File: src/rtl/tlc_param.sv
// Two-street traffic-light controller with min/max green dwell and optional
// protected left-turn phases.
// Build option: define TLC_LEFT_EN to compile in the S_AL/S_BL left-turn
// phases and their trailing yellows; otherwise the controller runs a plain
// four-phase sequence and treats those codes as illegal.
module tlc_param #(
    parameter int unsigned MIN_GREEN = 4,
    parameter int unsigned MAX_GREEN = 16,
    parameter int unsigned YELLOW_T  = 2,
    parameter int unsigned LEFT_T    = 3,
    parameter int unsigned CNT_W     = 5
) (
    input  logic       clk,
    input  logic       reset_n,
    input  logic       Ta,
    input  logic       Tb,
    output logic [1:0] La,
    output logic [1:0] Lb,
    output logic [2:0] state
);

    // Light codes
    localparam logic [1:0] L_GREEN  = 2'b00;
    localparam logic [1:0] L_YELLOW = 2'b01;
    localparam logic [1:0] L_RED    = 2'b11;
`ifdef TLC_LEFT_EN
    localparam logic [1:0] L_LEFT   = 2'b10;
`endif

    // Terminal counts of the dwell timer
    localparam logic [CNT_W-1:0] L_MIN_TC = CNT_W'(MIN_GREEN - 1);
    localparam logic [CNT_W-1:0] L_MAX_TC = CNT_W'(MAX_GREEN - 1);
    localparam logic [CNT_W-1:0] L_YEL_TC = CNT_W'(YELLOW_T - 1);
`ifdef TLC_LEFT_EN
    localparam logic [CNT_W-1:0] L_LFT_TC = CNT_W'(LEFT_T - 1);
`endif

    // Parameter legality: every terminal count must fit the timer
    localparam bit L_CFG_OK = (MIN_GREEN >= 1) && (MAX_GREEN >= MIN_GREEN) &&
                              (YELLOW_T >= 1) && (LEFT_T >= 1) &&
                              (CNT_W >= 1) && (CNT_W <= 31) &&
                              (MAX_GREEN <= (32'd1 << CNT_W)) &&
                              (YELLOW_T <= (32'd1 << CNT_W)) &&
                              (LEFT_T <= (32'd1 << CNT_W));

    generate
        if (!L_CFG_OK) begin : g_cfg_err
            $error("tlc_param: illegal parameter set");
        end
    endgenerate

    typedef enum logic [2:0] {
        S_AG  = 3'd0,
        S_AY1 = 3'd1,
        S_AL  = 3'd2,
        S_AY2 = 3'd3,
        S_BG  = 3'd4,
        S_BY1 = 3'd5,
        S_BL  = 3'd6,
        S_BY2 = 3'd7
    } state_t;

    state_t           r_state;
    state_t           w_state_nxt;
    logic [CNT_W-1:0] r_cnt;
    logic             w_adv;
    logic             w_a_go;
    logic             w_b_go;
    logic             w_yel_done;

    // Green exit: minimum reached and street empty, or maximum reached
    assign w_a_go     = ((r_cnt >= L_MIN_TC) && !Ta) || (r_cnt >= L_MAX_TC);
    assign w_b_go     = ((r_cnt >= L_MIN_TC) && !Tb) || (r_cnt >= L_MAX_TC);
    assign w_yel_done = (r_cnt >= L_YEL_TC);

    // State register
    always_ff @(posedge clk or negedge reset_n) begin
        if (!reset_n) begin
            r_state <= S_AG;
        end else begin
            r_state <= w_state_nxt;
        end
    end

    // Dwell timer: cleared on every phase entry, counts while the phase holds
    always_ff @(posedge clk or negedge reset_n) begin
        if (!reset_n) begin
            r_cnt <= '0;
        end else if (w_adv) begin
            r_cnt <= '0;
        end else begin
            r_cnt <= r_cnt + CNT_W'(1);
        end
    end

    // Next-state logic; sensors are only looked at in the green phases
    always_comb begin
        w_state_nxt = r_state;
        w_adv       = 1'b0;
        case (r_state)
            S_AG: begin
                if (w_a_go) begin
                    w_state_nxt = S_AY1;
                    w_adv       = 1'b1;
                end
            end
            S_AY1: begin
                if (w_yel_done) begin
`ifdef TLC_LEFT_EN
                    w_state_nxt = S_AL;
`else
                    w_state_nxt = S_BG;
`endif
                    w_adv       = 1'b1;
                end
            end
`ifdef TLC_LEFT_EN
            S_AL: begin
                if (r_cnt >= L_LFT_TC) begin
                    w_state_nxt = S_AY2;
                    w_adv       = 1'b1;
                end
            end
            S_AY2: begin
                if (w_yel_done) begin
                    w_state_nxt = S_BG;
                    w_adv       = 1'b1;
                end
            end
`endif
            S_BG: begin
                if (w_b_go) begin
                    w_state_nxt = S_BY1;
                    w_adv       = 1'b1;
                end
            end
            S_BY1: begin
                if (w_yel_done) begin
`ifdef TLC_LEFT_EN
                    w_state_nxt = S_BL;
`else
                    w_state_nxt = S_AG;
`endif
                    w_adv       = 1'b1;
                end
            end
`ifdef TLC_LEFT_EN
            S_BL: begin
                if (r_cnt >= L_LFT_TC) begin
                    w_state_nxt = S_BY2;
                    w_adv       = 1'b1;
                end
            end
            S_BY2: begin
                if (w_yel_done) begin
                    w_state_nxt = S_AG;
                    w_adv       = 1'b1;
                end
            end
`endif
            default: begin
                // Unused codes recover to A green with a fresh timer
                w_state_nxt = S_AG;
                w_adv       = 1'b1;
            end
        endcase
    end

    // Moore light decode from the state register; unknown codes show all-red
    always_comb begin
        La = L_RED;
        Lb = L_RED;
        case (r_state)
            S_AG:  La = L_GREEN;
            S_AY1: La = L_YELLOW;
            S_BG:  Lb = L_GREEN;
            S_BY1: Lb = L_YELLOW;
`ifdef TLC_LEFT_EN
            S_AL:  La = L_LEFT;
            S_AY2: La = L_YELLOW;
            S_BL:  Lb = L_LEFT;
            S_BY2: Lb = L_YELLOW;
`endif
            default: begin
                La = L_RED;
                Lb = L_RED;
            end
        endcase
    end

    assign state = 3'(r_state);

endmodule
File: config.mk
export PLATFORM = sky130hd
export DESIGN_NAME = tlc_param
export DESIGN_NICKNAME = d
export VERILOG_FILES = /design/src/rtl/tlc_param.sv
export SDC_FILE = /design/constraint.sdc
export NUM_CORES = 1
export LEC_CHECK = 0
export CORE_AREA = 2 2 39 41
export DETAILED_ROUTE_END_ITERATION = 10
export DIE_AREA = 0 0 41 43
export GPL_ROUTABILITY_DRIVEN = 0
export PLACE_DENSITY = 0.65
export SKIP_CTS_REPAIR_TIMING = 1
export SLEW_MARGIN = 20
export SYNTH_ARGS = -nofsm -noshare
export SYNTH_HDL_FRONTEND = slang
export SYNTH_SLANG_ARGS = --single-unit
File: constraint.sdc
create_clock -name clk -period 2.5 [get_ports clk]
set_input_delay 0.5 -clock clk [delete_from_list [all_inputs] [get_ports clk]]
set_output_delay 0.5 -clock clk [all_outputs]
set_load 0.03 [all_outputs]
---- After elaboration in Yosys (flattened, before gate mapping) ----
Index checks and enable logic that the tools add are counted.
word-level totals
  register bits after elaboration ......... 8
  input port bits ......................... 4
  output and inout bits ................... 7
  word-level logic and storage cells ...... 34
operators by class
  $add $sub $neg .......................... 1
  magnitude comparators ................... 3
  eq/ne operators ......................... 7
  mux-type cells .......................... 12
  reduce and logical (&&, ||, !) cells .... 9
operator list
  kind                   number
  $mux W3                4
  $pmux W3 S4            1
  $ne A2 B2 Y1 const B   4
  $pmux W2 S2            2
  $eq A3 B3 Y1 const B   2
  $add A5 B1 Y5 const B  1
  $ge A5 B1 Y1 const B   1
  $ge A5 B2 Y1 const B   1
  $ge A5 B4 Y1 const B   1
  $mux W5                1
  $reduce_and A4 Y1      1
  $eq A3 B1 Y1 const B   1
  $logic_not A3 Y1       1
  $mux W1                3
  $pmux W1 S3            1
  $logic_and A1 B1 Y1    2
  $logic_not A1 Y1       2
  $logic_or A1 B1 Y1     2
  $reduce_or A2 Y1       1

---- Longest topological paths before layout ----
Gate-level depths: netlist (run 1).
  depth in word-level cells ............... 6
  depth in mapped cells ................... 8
  depth with buffers taken out ............ 8

---- Least setup slack after synthesis (run 1) ----
Ideal clock, no wire load.
  path type ............................... register to output
  start point ............................. register r_state[0] (netlist: state[0])
  end point ............................... output La[1]
  data arrival time ....................... 1.407 ns
  required time ........................... 2.000 ns
  setup slack ............................. 0.593 ns
  stages on the path, launching flop included .. 4
  buffers on the path ..................... 0
  cells stage by stage .................... dfrtp_1 inv_1 ha_1 nor2_1
on the way
  longest elaborated chain between the ends .. 2
  elaborated cells between the ends (all ways) .. 3
  classes of those cells .................. eq/ne: 1; mux: 1; reduce/logical: 1
ends and longest elaborated chain
  what                                              RTL line  text
  start, declared                                   63        state_t r_state;
  start signal, assigned                            81        r_state <= w_state_nxt;
  $eq A3 B1 Y1 or $logic_not A3 Y1 (tied branches)  173       case (r_state)
  $pmux W2 S2 (*)                                   173
  end, declared                                     17        output logic [1:0] La,
Mark *: on every way between the ends. The rest lies on a longest branch, timed or not.

---- Worst setup path in the final report (run 1) ----
  start point ............................. register r_state[0] (netlist: state[0])
  end point ............................... output Lb[1]
on the way
  longest elaborated chain between the ends .. 2
  elaborated cells between the ends (all ways) .. 3
  classes of those cells .................. eq/ne: 2; mux: 1
ends and longest elaborated chain
  what             RTL line  text
  $eq A3 B3 Y1     173
  $pmux W2 S2 (*)  173
  end, declared    18        output logic [1:0] Lb,
Marks and branches as above.

==> results.ini, run 1 <==
[route]
drtIter0Drc = 12
drc = 0
ant_nets = 0
vias_per_cell = 5.07
dr.pass1.iters = 3
wirelength_microns = 971
dr.max_layer_used = met4
wl_met1_microns = 439
num_vias = 431
wl_met2_microns = 468
route.met3.wl_microns = 18
wl_per_cell_microns = 11.4

[synth]
synth_top_area_frac = 0.320
synthArstFlopShare = 1.00
synthCells = 57
yosys.area.top_type = dfrtp_1
synth_edf_count = 0
ys.flop_type = dfrtp_1
ys_top_cells_by_area = dfrtp_1, ha_1, nor2_1
synth_seq_cells = 7
yosysSeqAreaShare = 0.320
netlist_area_sq_um = 547
avgSynthCellArea_sq_um = 9.59
ys_types = 23
synth_common_cells = ha_1, nor2_1, dfrtp_1
synth_nets = 71
synth.yosys.warnings = 0

[floorplanning]
core.rowCount = 14
fp.coreArea_sq_um = 1380
die-height_microns = 43
die_w_microns = 41
dieArea_sq_um = 1760
start_util = 0.395
num_io_pins = 11

[cells_and_area]
post-route-util = 0.488
area_delta_synth_final_pct = 23.6
drive_above_1_share = 0.159
antenna_cells = 0
finalNetCount = 84

[sta]
clock_skew_ps = 13.8
max_clock_freq_mhz = 416
period_minus_slack_ps = 2400
fin_crit_sh = 0.961
fin_tns_setup_ps = 0
slew_violations = 0
final-hold-violation-count = 0
hold_ws_ps = 489
setup_ws_ps = 96.3
setup_viol = 0
rsz0062_at_grt = no

[critical_path]
rr_endpoint = state[2]
r2r-start = r_cnt[0]
rrSetupSlack_ps = 510
cp.required_ps = 2000
end_kind = primary output
arrival_ps = 1900
startpoint_type = register
slowest_delay_ps = 680
crit_path_top_delay_cell = clkdlybuf4s50_1
crit_type = reg -> out
path_buf_inv = 2
rr_worst_depth = 8
critPathMaxFanout = 5
worstPathCellList = inv_1 -> ha_1 -> nor2_1 -> clkdlybuf4s50_1
cpLargestDelayFamily = buffers and inverters

[placed_design]
io_buffers = 9
dp_worst_setup_slack_ps = 378
dpl.hpwl_microns = 733

[clocking]
ctsLongestPathBuffers = 2
clock_sinks = 7
clkTransAtPathRegs_ps = 60
numCtsBuffers = 3
cts_tree = yes
cts-root-buf = clkbuf_4
clk_latency_ps = 270
htree_levels = 1

[global_routing]
overflow = 0
grt_pass1_vias = 423
track_usage = 0.147
antenna_found_initial = 0
grt_pass1_wl_mm = 1.70
grt_max_degree = 8

[power]
switching_share = 0.490
p_int_mw = 0.496
pwr-share-comb = 0.657
power_frac_clock = 0.115
p_sw_mw = 0.477
ir_drop_v = 0.000876
power.density_nw_per_um2 = 1440
seqPwrFrac = 0.228
leakagePower_nw = 0.328

[run_status]
status = completed

[flow_run]
cap_violations = 0

[min_path]
hold_class = in -> async

-- power by group through the flow --
| stage | clock network (mW) | registers, mW | logic (mW) |
|---|---|---|---|
| floorplan | 0 | 0.244 | 0.427 |
| global placement | 0 | 0.222 | 0.643 |
| detailed placement | 0 | 0.225 | 0.640 |
| CTS | 0.114 | 0.222 | 0.645 |
| global route | 0.119 | 0.230 | 0.699 |
| finish | 0.112 | 0.222 | 0.639 |
-- worst max-delay path by stage --
stage / start / to / slack, ps / depth (start not counted)
2_1_floorplan: state[0] / La[1] / 590 / 3
3_3_place_gp: state[0] / Lb[1] / 390 / 4
3_5_place_dp: state[0] / La[1] / 380 / 4
4_1_cts: state[0] / La[1] / 90 / 4
5_1_grt: state[0] / Lb[1] / 0.05 / 4
6_report: state[0] / Lb[1] / 100 / 4
-- metal layers --
| metal | GRT usage | up-vias |
|---|---|---|
| met5 | 0 | - |
| met4 | 0.140 | 0 |
| met3 | 0.0157 | 5 |
| met2 | 0.222 | 6 |
| met1 | 0.166 | 209 |
| li1 | - | 211 |
-- state kept, by name, indices dropped and copies added (netlist names) --
register / count
r_cnt: 5
state: 2
-- cell usage in the layout (no fill, tap or decap), drive strengths merged --
cell type and instances:
o22ai 2, mux2 1, xnor2 1, nand3 3
conb 1, clkbuf 4, inv 6, nor3 2
xor2 1, mux2i 1, dfrtp 7, o21bai 1
nand4 1, clkdlybuf4s50 9, nand2 2, ha 10
a21oi 4, o21ai 2, nor2 10, and3 1
-- per-stage QoR --
| stage | power [mW] | std cells | cell area [sq um] |
|---|---|---|---|
| after floorplan | 0.671 | 57 | 547 |
| after global placement | 0.864 | 81 | 649 |
| after detailed placement | 0.865 | 81 | 649 |
| after CTS | 0.982 | 85 | 676 |
| after global routing | 1.05 | 85 | 676 |
| final | 0.973 | 85 | 676 |
-- cells by family (layout without fill, tap and decap cells) --
| group | after synthesis | count (layout) | share of synthesized area |
|---|---|---|---|
| buf+inv | 7 | 19 | 0.0549 |
| compound gates | 9 | 9 | 0.117 |
| other cells | 1 | 1 | 0.00686 |
| fa+ha+maj | 10 | 10 | 0.229 |
| xor+xnor | 2 | 2 | 0.0320 |
| flops | 7 | 7 | 0.320 |
| simple gates | 19 | 19 | 0.195 |
| mux | 2 | 2 | 0.0458 |
-- layout make-up --
class / count / area, sq um
clock buffer: 4 / 26.3
fill: 136 / 708
inverter: 6 / 22.5
multi-input combinational: 43 / 342
sequential: 7 / 175
tap: 16 / 20.0
timing repair buffer: 9 / 90.1
Power figures use the tool's default switching activity.
==> run 2, diff against run 1 <==
Clock period 2.5 ns to 2.82 ns, I/O delays scaled along.
==> run 2 against run 1 <==
  * Critical path depth did not move
  * Final cell count unchanged
  * First-iteration DRC count fell by 92%
  * Die area stayed put
  * Register-to-register slack improved by 280 ps
  * Combinational power is 10% lower
==> results.ini, run 2 (same netlist as run 1, synthesis figures left out) <==
[cells_and_area]
regMostFlops = r_cnt  ; unchanged
area_delta_synth_final_pct = 23.6  ; unchanged
layout_common_cells = nor2_1, ha_1, clkdlybuf4s50_1  ; unchanged
antenna_cells = 0  ; unchanged
drive_above_1_share = 0.159  ; unchanged
fin_area_sq_um = 676  ; unchanged
largest_reg_flops = 5  ; unchanged
finalNetCount = 84  ; unchanged
fin_cells = 85  ; unchanged

[clocking]
ctsLongestPathBuffers = 2  ; unchanged
htree_levels = 1  ; unchanged
clock_sinks = 7  ; unchanged
cts-root-buf = clkbuf_4  ; unchanged
clkTransAtPathRegs_ps = 60  ; about the same
cts_tree = yes  ; unchanged
numCtsBuffers = 3  ; unchanged
clk_latency_ps = 260  ; was 270 ps

[sta]
rsz0062_at_grt = no  ; unchanged
clock_skew_ps = 10.2  ; was 13.8 ps
setup_viol = 0  ; unchanged
fin_crit_sh = 0.865
hold_ws_ps = 561  ; was 489 ps
final-hold-violation-count = 0  ; unchanged
setup_ws_ps = 380  ; was 96.3 ps
period_minus_slack_ps = 2440
fin_tns_setup_ps = 0  ; unchanged
max_clock_freq_mhz = 410
slew_violations = 0  ; unchanged

[critical_path]
cp.required_ps = 2260  ; was 2000 ps
end_kind = primary output  ; unchanged
r2r-start = r_cnt[0]  ; unchanged
critPathMaxFanout = 5  ; unchanged
rr_endpoint = state[2]  ; unchanged
crit_type = reg -> out  ; unchanged
arrival_ps = 1880  ; was 1900 ps
rrSetupSlack_ps = 790  ; was 510 ps
startpoint_type = register  ; unchanged
rr_worst_depth = 8  ; unchanged
crit_start = state[0]  ; unchanged

[placed_design]
dp_worst_setup_slack_ps = 644  ; was 378 ps
io_buffers = 9  ; unchanged
dpl.hpwl_microns = 787  ; was 733 microns
dp.cells = 81  ; unchanged
placed_area_sq_um = 649  ; unchanged

[global_routing]
track_usage = 0.156  ; was 0.147
grt_max_degree = 8  ; unchanged
grt_pass1_vias = 448  ; was 423
overflow = 0  ; unchanged
grt_pass1_wl_mm = 1.79  ; was 1.70 mm
antenna_found_initial = 0  ; unchanged

[floorplanning]
dieArea_sq_um = 1760  ; unchanged
num_io_pins = 11  ; unchanged
die_w_microns = 41  ; unchanged
core.rowCount = 14  ; unchanged
start_util = 0.395  ; unchanged
fp.coreArea_sq_um = 1380  ; unchanged
die-height_microns = 43  ; unchanged

[power]
leakagePower_nw = 0.328  ; unchanged
ir_drop_v = 0.000708  ; was 0.000876 V
power.density_nw_per_um2 = 1280  ; was 1440 nW/um^2

[route]
wl_per_cell_microns = 12.0  ; was 11.4 microns
dr.pass1.iters = 4  ; was 3
drtIter0Drc = 1  ; was 12
wirelength_mm = 1.02  ; was 971 microns
drc = 0  ; unchanged
vias_per_cell = 4.99  ; was 5.07
num_vias = 424  ; was 431
ant_nets = 0  ; unchanged

[min_path]
hold_class = in -> async  ; unchanged

[run_status]
status = completed  ; unchanged

[flow_run]
cap_violations = 0  ; unchanged

==> run 2: cell counts in the layout (fill, tap and decap cells not counted) <==
Identical to the previous run, type by type.
==> run 2: through the flow <==
| stage | power (mW) | utilization |
|---|---|---|
| 2_1_floorplan | 0.595 | - |
| 3_3_place_gp | 0.766 | 0.469 |
| 3_5_place_dp | 0.776 | 0.469 |
| 4_1_cts | 0.877 | 0.488 |
| 5_1_grt | 0.939 | 0.488 |
| 6_report | 0.868 | 0.488 |
==> run 2: cell type report <==
type	instances	area, sq um
clock buffers	4	26.3
flip-flops and latches	7	175
multi-input cells	43	342
well taps	16	20.0
inverters	6	22.5
repair buffers	9	90.1
fillers	141	708
==> run 2: how the worst max path moves through the flow <==
stage / end / slack, ps / cells after the start
finish: Lb[1] / 380 / 4
global route: Lb[1] / 270 / 4
CTS: Lb[1] / 360 / 4
detailed placement: Lb[1] / 640 / 4
global placement: Lb[1] / 650 / 4
floorplan: La[1] / 850 / 3
==> run 2: layer usage <==
| metal | vias up | share of wire | track usage |
|---|---|---|---|
| met4 | 0 | 0.030 | 0.147 |
| met2 | 4 | 0.50 | 0.231 |
| met5 | - | 0 | 0 |
| li1 | 210 | - | - |
| met3 | 3 | 0.0088 | 0.0157 |
| met1 | 207 | 0.46 | 0.180 |
==> run 2: critical path: stages (launching register included) <==
cell             delay, ps
dfrtp_1                410
inv_1                  130
ha_1                   280
nor2_1                 120
clkdlybuf4s50_1        670
==> run 2: power breakdown <==
group / switching [mW] / internal (mW) / total (mW)
clock network: 0.0428 / 0.0544 / 0.0972
registers: 0.0601 / 0.137 / 0.197
logic: 0.325 / 0.249 / 0.574
total: 0.427 / 0.441 / 0.868
